## config.mk

```make
export PLATFORM = sky130hd
export DESIGN_NAME = axis_fifo
export DESIGN_NICKNAME = d
export VERILOG_FILES = /design/src/rtl/axis_fifo.sv
export SDC_FILE = /design/constraint.sdc
export NUM_CORES = 1
export LEC_CHECK = 0
export BUFFER_PORTS_ARGS = -buffer_cell sky130_fd_sc_hd__buf_2
export CAP_MARGIN = 40
export CORE_MARGIN = 3
export CORE_UTILIZATION = 65
export CTS_CLUSTER_SIZE = 24
export DETAILED_ROUTE_END_ITERATION = 8
export HOLD_SLACK_MARGIN = 0.12
export PLACE_DENSITY = 0.83
export SYNTH_ARGS = -nofsm -noshare
export SYNTH_HDL_FRONTEND = slang
export SYNTH_SLANG_ARGS = --single-unit
```

## constraint.sdc

```tcl
create_clock -name axis_clk -period 5.7 [get_ports axis_clk]
set_input_delay 0.57 -clock axis_clk [delete_from_list [all_inputs] [get_ports axis_clk]]
set_output_delay 0.57 -clock axis_clk [all_outputs]
set_load 0.05 [all_outputs]
```

## src/rtl/axis_fifo.sv

```systemverilog
// First-word-fall-through AXI-Stream FIFO storing {tdata, tkeep, tlast} per entry.
// No upstream ready: beats offered while full are discarded.
module axis_fifo #(
   parameter int DATA_WIDTH = 8,
   parameter int DEPTH      = 16
) (
   input  logic                  axis_clk,
   input  logic                  resetn,
   input  logic                  s_axis_tvalid,
   input  logic [DATA_WIDTH-1:0] s_axis_tdata,
   input  logic                  s_axis_tkeep,
   input  logic                  s_axis_tlast,
   input  logic                  m_axis_tready,
   output logic                  m_axis_tvalid,
   output logic [DATA_WIDTH-1:0] m_axis_tdata,
   output logic                  m_axis_tkeep,
   output logic                  m_axis_tlast
);

   localparam int AW = $clog2(DEPTH);
   localparam int EW = DATA_WIDTH + 2;
   localparam logic [AW:0] FULL = (AW+1)'(DEPTH);

   logic [EW-1:0] mem_q [DEPTH];
   logic [AW-1:0] wr_ptr_q, wr_ptr_d;
   logic [AW-1:0] rd_ptr_q, rd_ptr_d;
   logic [AW:0]   count_q, count_d;
   logic          wr_en, rd_en;
   logic [EW-1:0] head;

   // A full FIFO drops the incoming beat even when a read frees a slot this cycle.
   assign wr_en = s_axis_tvalid && (count_q != FULL);
   assign rd_en = m_axis_tready && (count_q != '0);

   always_comb begin
      wr_ptr_d = wr_ptr_q;
      rd_ptr_d = rd_ptr_q;
      count_d  = count_q;
      if (wr_en) wr_ptr_d = wr_ptr_q + AW'(1);
      if (rd_en) rd_ptr_d = rd_ptr_q + AW'(1);
      case ({wr_en, rd_en})
         2'b10:   count_d = count_q + (AW+1)'(1);
         2'b01:   count_d = count_q - (AW+1)'(1);
         default: count_d = count_q;
      endcase
   end

   always_ff @(posedge axis_clk or posedge resetn) begin
      if (resetn) begin
         wr_ptr_q <= '0;
         rd_ptr_q <= '0;
         count_q  <= '0;
      end else begin
         wr_ptr_q <= wr_ptr_d;
         rd_ptr_q <= rd_ptr_d;
         count_q  <= count_d;
      end
   end

   always_ff @(posedge axis_clk) begin
      if (wr_en && !resetn) mem_q[wr_ptr_q] <= {s_axis_tdata, s_axis_tkeep, s_axis_tlast};
   end

   assign head = mem_q[rd_ptr_q];

   always_comb begin
      m_axis_tvalid = (count_q != '0);
      m_axis_tdata  = '0;
      m_axis_tkeep  = 1'b0;
      m_axis_tlast  = 1'b0;
      if (m_axis_tvalid) begin
         m_axis_tdata = head[EW-1:2];
         m_axis_tkeep = head[1];
         m_axis_tlast = head[0];
      end
   end

endmodule

```

==> flow_summary.yaml, run 1 <==
detailed_routing:
  remaining_drc_errors: 0
  vias: 3668
  ant_nets: 0
  drt-initial-drc-count: 544
  wl_per_cell_um: 27.49
  routed_wl_um: 15040
  drt-pass1-iter-count: 5
  via_per_inst: 6.706
place:
  place_inst: 514
  place_hpwl_um: 9033
  place.gp.congestion: 0.7574
  io_buffers: 24
critical_path:
  path_cells: "buf_12, buf_4, mux4_1, mux2_2, o21ai_1, a21oi_1, buf_2"
  required_ps: 5130
  arrival_ps: 3090
  path_class: "reg -> out"
  cp_top_family: "multiplexers"
  end_kind: "output pin"
  cp_num_buf_inv: 3
  start_kind: "flop"
  cpPeakStageDelay_ps: 600
  slowest_stage: "dfrtp_2"
  crit_fanout: 21
synth:
  post-synth-top-area-cell: "edfxtp_1"
  ys_async_sr_fraction_pct: 7.514
  ys_seq_area_share_pct: 72.93
  ys_types: 40
  synth_area_leaders: "edfxtp_1 (68%), mux4_2 (7.7%), mux4_1 (6.0%)"
  ys_ff_latch: 173
  synth_most_common_cell: "edfxtp_1"
  synth_area_per_cell_um2: 20.10
  synth.cells.most_frequent: "edfxtp_1 (160), mux4_2 (24), nor2_1 (18), mux4_1 (16), dfrtp_1 (13)"
  synthCells: 350
  ys_warn_count: 0
  synth_top_area_share_pct: 68.30
  synth_nets: 374
  synth_area_um2: 7034
  ys.flop_type: "edfxtp_1"
  synth_edf_count: 160
power_and_ir_drop:
  p_sw_uw: 1437
  finalPower_uw: 4072
  power.leakage_uw: 0.002753
  ir_drop_mv: 0.5707
  netSwitchingFraction_pct: 35.30
  internal_power_uw: 2635
  power_density_nw_per_um2: 510.3
  clock_power_share_pct: 25.8
  seq_power_share_pct: 40.1
  combPwrFrac_pct: 34.1
cts:
  cts_resized: 0
  cts_setup_buffers: 0
  clock-sinks: 173
  numCtsBuffers: 17
  worstSkewPairLatency_ps: 540
  cts-root-buf: "clkbuf_8"
  htree_levels: 4
  clk_pin_slew_ps: 70
  cts_tree: "yes"
  ctsLongestPathBuffers: 2
sta:
  slew_viol_final: 0
  hold_viol: 0
  tightest_slew_ps: 1009
  slew_headroom_pct: 32.72
  timing.final.crit_share_pct: 64.27
  skew_ps: 10.63
  hold-worst-slack_ps: 401.2
  rsz0062_at_grt: "false"
  finalSetupTns_ps: 0
  period_minus_slack_ps: 3663
  setup_viol: 0
  max_freq_mhz: 273.0
global_routing:
  track_usage_pct: 27.02
  grt_pass1_vias: 3756
  antenna_found_initial: 0
  grt_max_degree: 32
  grtUsageMet3_pct: 5.941
  top_usage_layer: "met2"
  grt_overflow: 0
  grt_first_pass_wirelength_um: 22270
  met1_usage_pct: 36.68
  grt_use_met2_pct: 42.68
die:
  num_io_pins: 25
  die_h_um: 110.0
  core_um2: 10420
  start_util_pct: 67.53
  rows: 37
  chipWidth_um: 110.0
  die-area_um2: 12110
flow_run:
  cap_violations: 0
cells_and_area:
  drive_above_1_share_pct: 27.25
  fin_util_pct: 76.61
  final-instance-count-excl-fill: 547
  antenna_cells: 0
  syn_to_final_growth_pct: 13.45
  final_nets: 422
run_status:
  status: "completed"
min_path:
  worstHoldPathType: "in -> reg"
cell type report:
cell class,count,area [µm²]
flip-flops and latches,173,5131
fillers,523,2436
multi-input cells,153,1769
clock buffers,17,414.1
repair buffers,45,341.6
well taps,136,170.2
clock inverters,15,123.9
inverters,8,30.03
power groups by stage:
stage                     Combinational, µW  Clock (µW)  Sequential [µW]
final                                  1390        1050             1630
after global routing                   1470        1110             1640
after CTS                              1390        1060             1630
after detailed placement               1360           0             1650
after global placement                 1250           0             1680
after floorplan                        1110           0             1570
registers in the layout (all words and copies together) (netlist names):
signal    flops
count_q       5
mem_q       160
rd_ptr_q      4
wr_ptr_q      4
per-stage QoR:
step	area [µm²]	setup WS, ps
after floorplan	7034	2926
after global placement	7243	2358
after detailed placement	7432	2290
after CTS	7980	2009
after global routing	7980	1906
final	7980	2037
routing by layer:
layer	vias to the layer above	share of wire (%)
met3	40	9.2
met4	0	2.8
met5	-	0
li1	1520	-
met1	1886	38
met2	222	50
what timing repair did:
action / 4_1_cts / 5_1_grt
endpoints found under the setup margin: 0 / 0
hold endpoints to repair: 13 / 0
hold buffers: 1 / 0
path summary, 6_finish.rpt:
check | start | endpoint | depth (start not counted) | slack [ps]
worst max-delay path | rd_ptr_q[0]$_DFFE_PP0P_ | m_axis_tdata[7] | 7 | 2040
worst min-delay path | m_axis_tready | rd_ptr_q[2]$_DFFE_PP0P_ | 3 | 400
worst max register to register | count_q[0]$_DFFE_PP0P_ | count_q[4]$_DFFE_PP0P_ | 10 | 2250
worst min register to register | count_q[0]$_DFFE_PP0P_ | count_q[0]$_DFFE_PP0P_ | 1 | 540
max in group asynchronous | resetn | rd_ptr_q[0]$_DFFE_PP0P_ | 3 | 4610
min in group asynchronous | resetn | wr_ptr_q[1]$_DFFE_PP0P_ | 3 | 670
tightest hold or removal path, cell delays in order:
cell and delay, ps:
buf_2 140, nand3_1 90, xnor2_1 80
cell usage in the layout, fill, tap and decap left out, types with 9 or more instances in the layout:
master,count
edfxtp_1,160
mux4_2,24
buf_2,24
nor2_1,18
mux4_1,16
clkbuf_16,16
buf_6,13
dfrtp_1,12
mux2_2,11
mux2i_1,11
a21oi_1,11
nand2_1,9
ha_1,9
cells by family after synthesis:
group	Yosys count	synth area share, %
xor+xnor	9	1.121
mux	62	16.99
flops	173	72.93
simple gates	40	2.544
fa+ha+maj	10	1.885
buf+inv	24	1.921
compound gates	32	2.615
No activity file was read; power rests on OpenSTA's default activity.
==> inputs of run 2 (changes only) <==
ABC_AREA = 1   (was not set)
CORE_UTILIZATION = 62   (was 65)
PLACE_DENSITY = 0.8   (was 0.83)
clock period = 3.5 ns   (was 5.7 ns; I/O delays follow)
==> run 2 against run 1 <==
Compared with the run above:
- critical path depth is the same
- setup slack worse by 1500 ps
- sequential share of layout area decreased by 1.9 points
- critical endpoint is now m_axis_tdata[4]
- cell count grew 54%
- first-iteration DRC count is 22% higher
- non-clock buffer count increased by 4
- global-route usage is 0.77 points higher
==> flow_summary.yaml, run 2 <==
run_status:
  status: "completed"
critical_path:
  crit_fanout: 41
  slowest_stage: "dfrtp_1"
  cpPeakStageDelay_ps: 640
  r2r_setup_slack_ps: 890
  path_cells: "inv_2, nand3_1, nand3_1, nand2_1, nand2_1, a21oi_2, buf_2"
  end_kind: "output pin"
  r2r-start: "count_q[2]$_DFFE_PP0P_"
  cp_num_buf_inv: 2
  cp_top_family: "buffers and inverters"
  required_ps: 3150
  path_class: "reg -> out"
  r2r-end: "count_q[4]$_DFFE_PP0P_"
  r2r.worst_path.cells: 14
  start_kind: "flop"
  arrival_ps: 2580
power_and_ir_drop:
  power.leakage_uw: 0.003180
  power_density_nw_per_um2: 868.0
  ir_drop_mv: 0.6582
synth:
  synth_edf_count: 160
  synthCells: 656
  synth_area_um2: 7418
  post-synth-top-area-cell: "edfxtp_1"
  ys_async_sr_fraction_pct: 7.514
  ys_warn_count: 0
  synth_area_leaders: "edfxtp_1 (65%), nand2_1 (12%), nand3_1 (8.6%)"
  synth_nets: 680
  ys.flop_type: "edfxtp_1"
  ys_ff_latch: 173
  synth.cells.most_frequent: "nand2_1 (239), edfxtp_1 (160), nand3_1 (128), nor2_1 (22), inv_1 (18)"
  synth_area_per_cell_um2: 11.31
  synth_top_area_share_pct: 64.77
  ys_types: 23
  ys_seq_area_share_pct: 69.15
  synth_most_common_cell: "nand2_1"
detailed_routing:
  wl_per_cell_um: 20.53
  routed_wl_um: 17350
  remaining_drc_errors: 0
  vias: 5143
  drt-pass1-iter-count: 5
  drt-initial-drc-count: 663
  ant_nets: 0
  via_per_inst: 6.086
place:
  place.gp.congestion: 0.8903
  placed_cell_area_um2: 7657
  place_hpwl_um: 9922
  io_buffers: 24
sta:
  tightest_slew_ps: 877.1
  setup_viol: 0
  period_minus_slack_ps: 2935
  hold_viol: 0
  skew_ps: 5.108
  slew_viol_final: 0
  rsz0062_at_grt: "false"
  finalSetupTns_ps: 0
  max_freq_mhz: 340.8
  slew_headroom_pct: 41.53
  timing.final.crit_share_pct: 83.85
cells_and_area:
  syn_to_final_growth_pct: 10.76
  final_common_cell: "nand2_1"
  antenna_cells: 0
  top_register: "mem_q"
  layout_common_cells: "nand2_1 (239), edfxtp_1 (160), nand3_1 (128)"
  largest_reg_flops: 160
  drive_above_1_share_pct: 12.82
  finalInstanceArea_um2: 8217
  reg_top3: "mem_q: 160 flops, count_q: 5 flops"
  final_nets: 713
die:
  core_um2: 11560
  rows: 39
  start_util_pct: 64.15
  die-area_um2: 13310
  num_io_pins: 25
  chipWidth_um: 115.4
  die_h_um: 115.4
global_routing:
  track_usage_pct: 27.79
  grt_pass1_vias: 5034
  antenna_found_initial: 0
  grt_overflow: 0
  grt_first_pass_wirelength_um: 26790
  grt_max_degree: 82
cts:
  htree_levels: 4
  clock-sinks: 173
  cts_resized: 0
  cts_tree: "yes"
  cts-root-buf: "clkbuf_16"
  numCtsBuffers: 17
  worstSkewPairLatency_ps: 420
  clk_pin_slew_ps: 60
  ctsLongestPathBuffers: 2
min_path:
  min_from: "s_axis_tvalid"
  worstHoldPathType: "in -> reg"
  min_path_cells: 3
  hold_end: "wr_ptr_q[3]$_DFFE_PP0P_"
flow_run:
  cap_violations: 0
-- run 2: cell count changes after synthesis, sizes merged, moves of 11 or more --
| cell | previous run | this run |
|---|---|---|
| nand3 | 3 | 128 |
| nand2 | 9 | 239 |
| inv | 8 | 22 |
| mux2i | 11 | 0 |
| buf | 11 | 30 |
| mux4 | 40 | 0 |
| mux2 | 11 | 0 |
-- run 2: cell type report --
class | instances | area (µm²)
Clock buffer | 18 | 429.2
Clock inverter | 14 | 120.1
Fill cell | 730 | 3348
Inverter | 22 | 90.09
Multi-Input combinational cell | 426 | 1957
Sequential cell | 173 | 5131
Tap cell | 143 | 178.9
Timing Repair Buffer | 49 | 310.3
-- run 2: logic make-up (layout without fill, tap and decap cells) --
logic type / after synthesis / after routing / share of synthesized area, %
buffers and inverters: 57 / 103 / 4.554
AO/OA/AOI/OAI: 16 / 16 / 1.484
flip-flops: 173 / 173 / 69.15
XOR/XNOR: 8 / 8 / 0.9445
adder cells (fa/ha/maj): 10 / 10 / 1.788
AND/OR/NAND/NOR: 392 / 392 / 22.08
-- run 2: through the flow --
step	setup WS (ps)	power, µW	hold slack, ps	cells	utilization [%]
2_1_floorplan	1159	4753	251.5	656	-
3_3_place_gp	1118	5251	457.2	812	66.21
3_5_place_dp	956.5	5357	469.9	812	66.21
4_1_cts	631.2	7106	192.0	845	71.05
5_1_grt	472.9	7510	217.7	845	71.05
6_report	565.4	7132	202.2	845	71.05
-- run 2: repair_timing --
action,in CTS,in global routing
hold endpoints to repair,13,0
endpoints found under the setup margin,0,0
hold buffers,1,0
buffers inserted,0,0
-- run 2: worst max path at each step --
stage,start,to,slack (ps),depth (start not counted)
2_1_floorplan,count_q[0]$_DFFE_PP0P_,count_q[4]$_DFFE_PP0P_,1160,17
3_3_place_gp,count_q[3]$_DFFE_PP0P_,count_q[4]$_DFFE_PP0P_,1120,14
3_5_place_dp,count_q[2]$_DFFE_PP0P_,count_q[4]$_DFFE_PP0P_,960,14
4_1_cts,rd_ptr_q[1]$_DFFE_PP0P_,m_axis_tdata[5],630,7
5_1_grt,rd_ptr_q[1]$_DFFE_PP0P_,m_axis_tdata[5],470,7
6_report,rd_ptr_q[1]$_DFFE_PP0P_,m_axis_tdata[4],570,7
-- run 2: worst reg2reg max path, stage by stage, from the launching register on --
cell and delay [ps]:
dfrtp_1 430, nor2_1 140, nand4_1 150, nand2_1 450
ha_1 390, inv_1 90, fa_1 360, inv_1 80
nand2_1 70, nand2_1 70, a21oi_1 70, nand2_1 70
nand2_1 60, nand2_1 50, nand2_1 40
-- run 2: where the power goes --
group	internal [µW]	total, µW	switching, µW
Combinational	763	2810	2050
Sequential	2430	2580	154
Clock	977	1740	761
Total	4170	7130	2960
-- run 2: routing by layer --
layer | GRT usage [%] | part of all wire [%] | vias up
li1 | - | - | 2322
met1 | 37.45 | 38 | 2441
met2 | 43.75 | 48 | 334
met3 | 6.947 | 10 | 46
met4 | 11.58 | 3.1 | 0
met5 | 0 | 0 | -
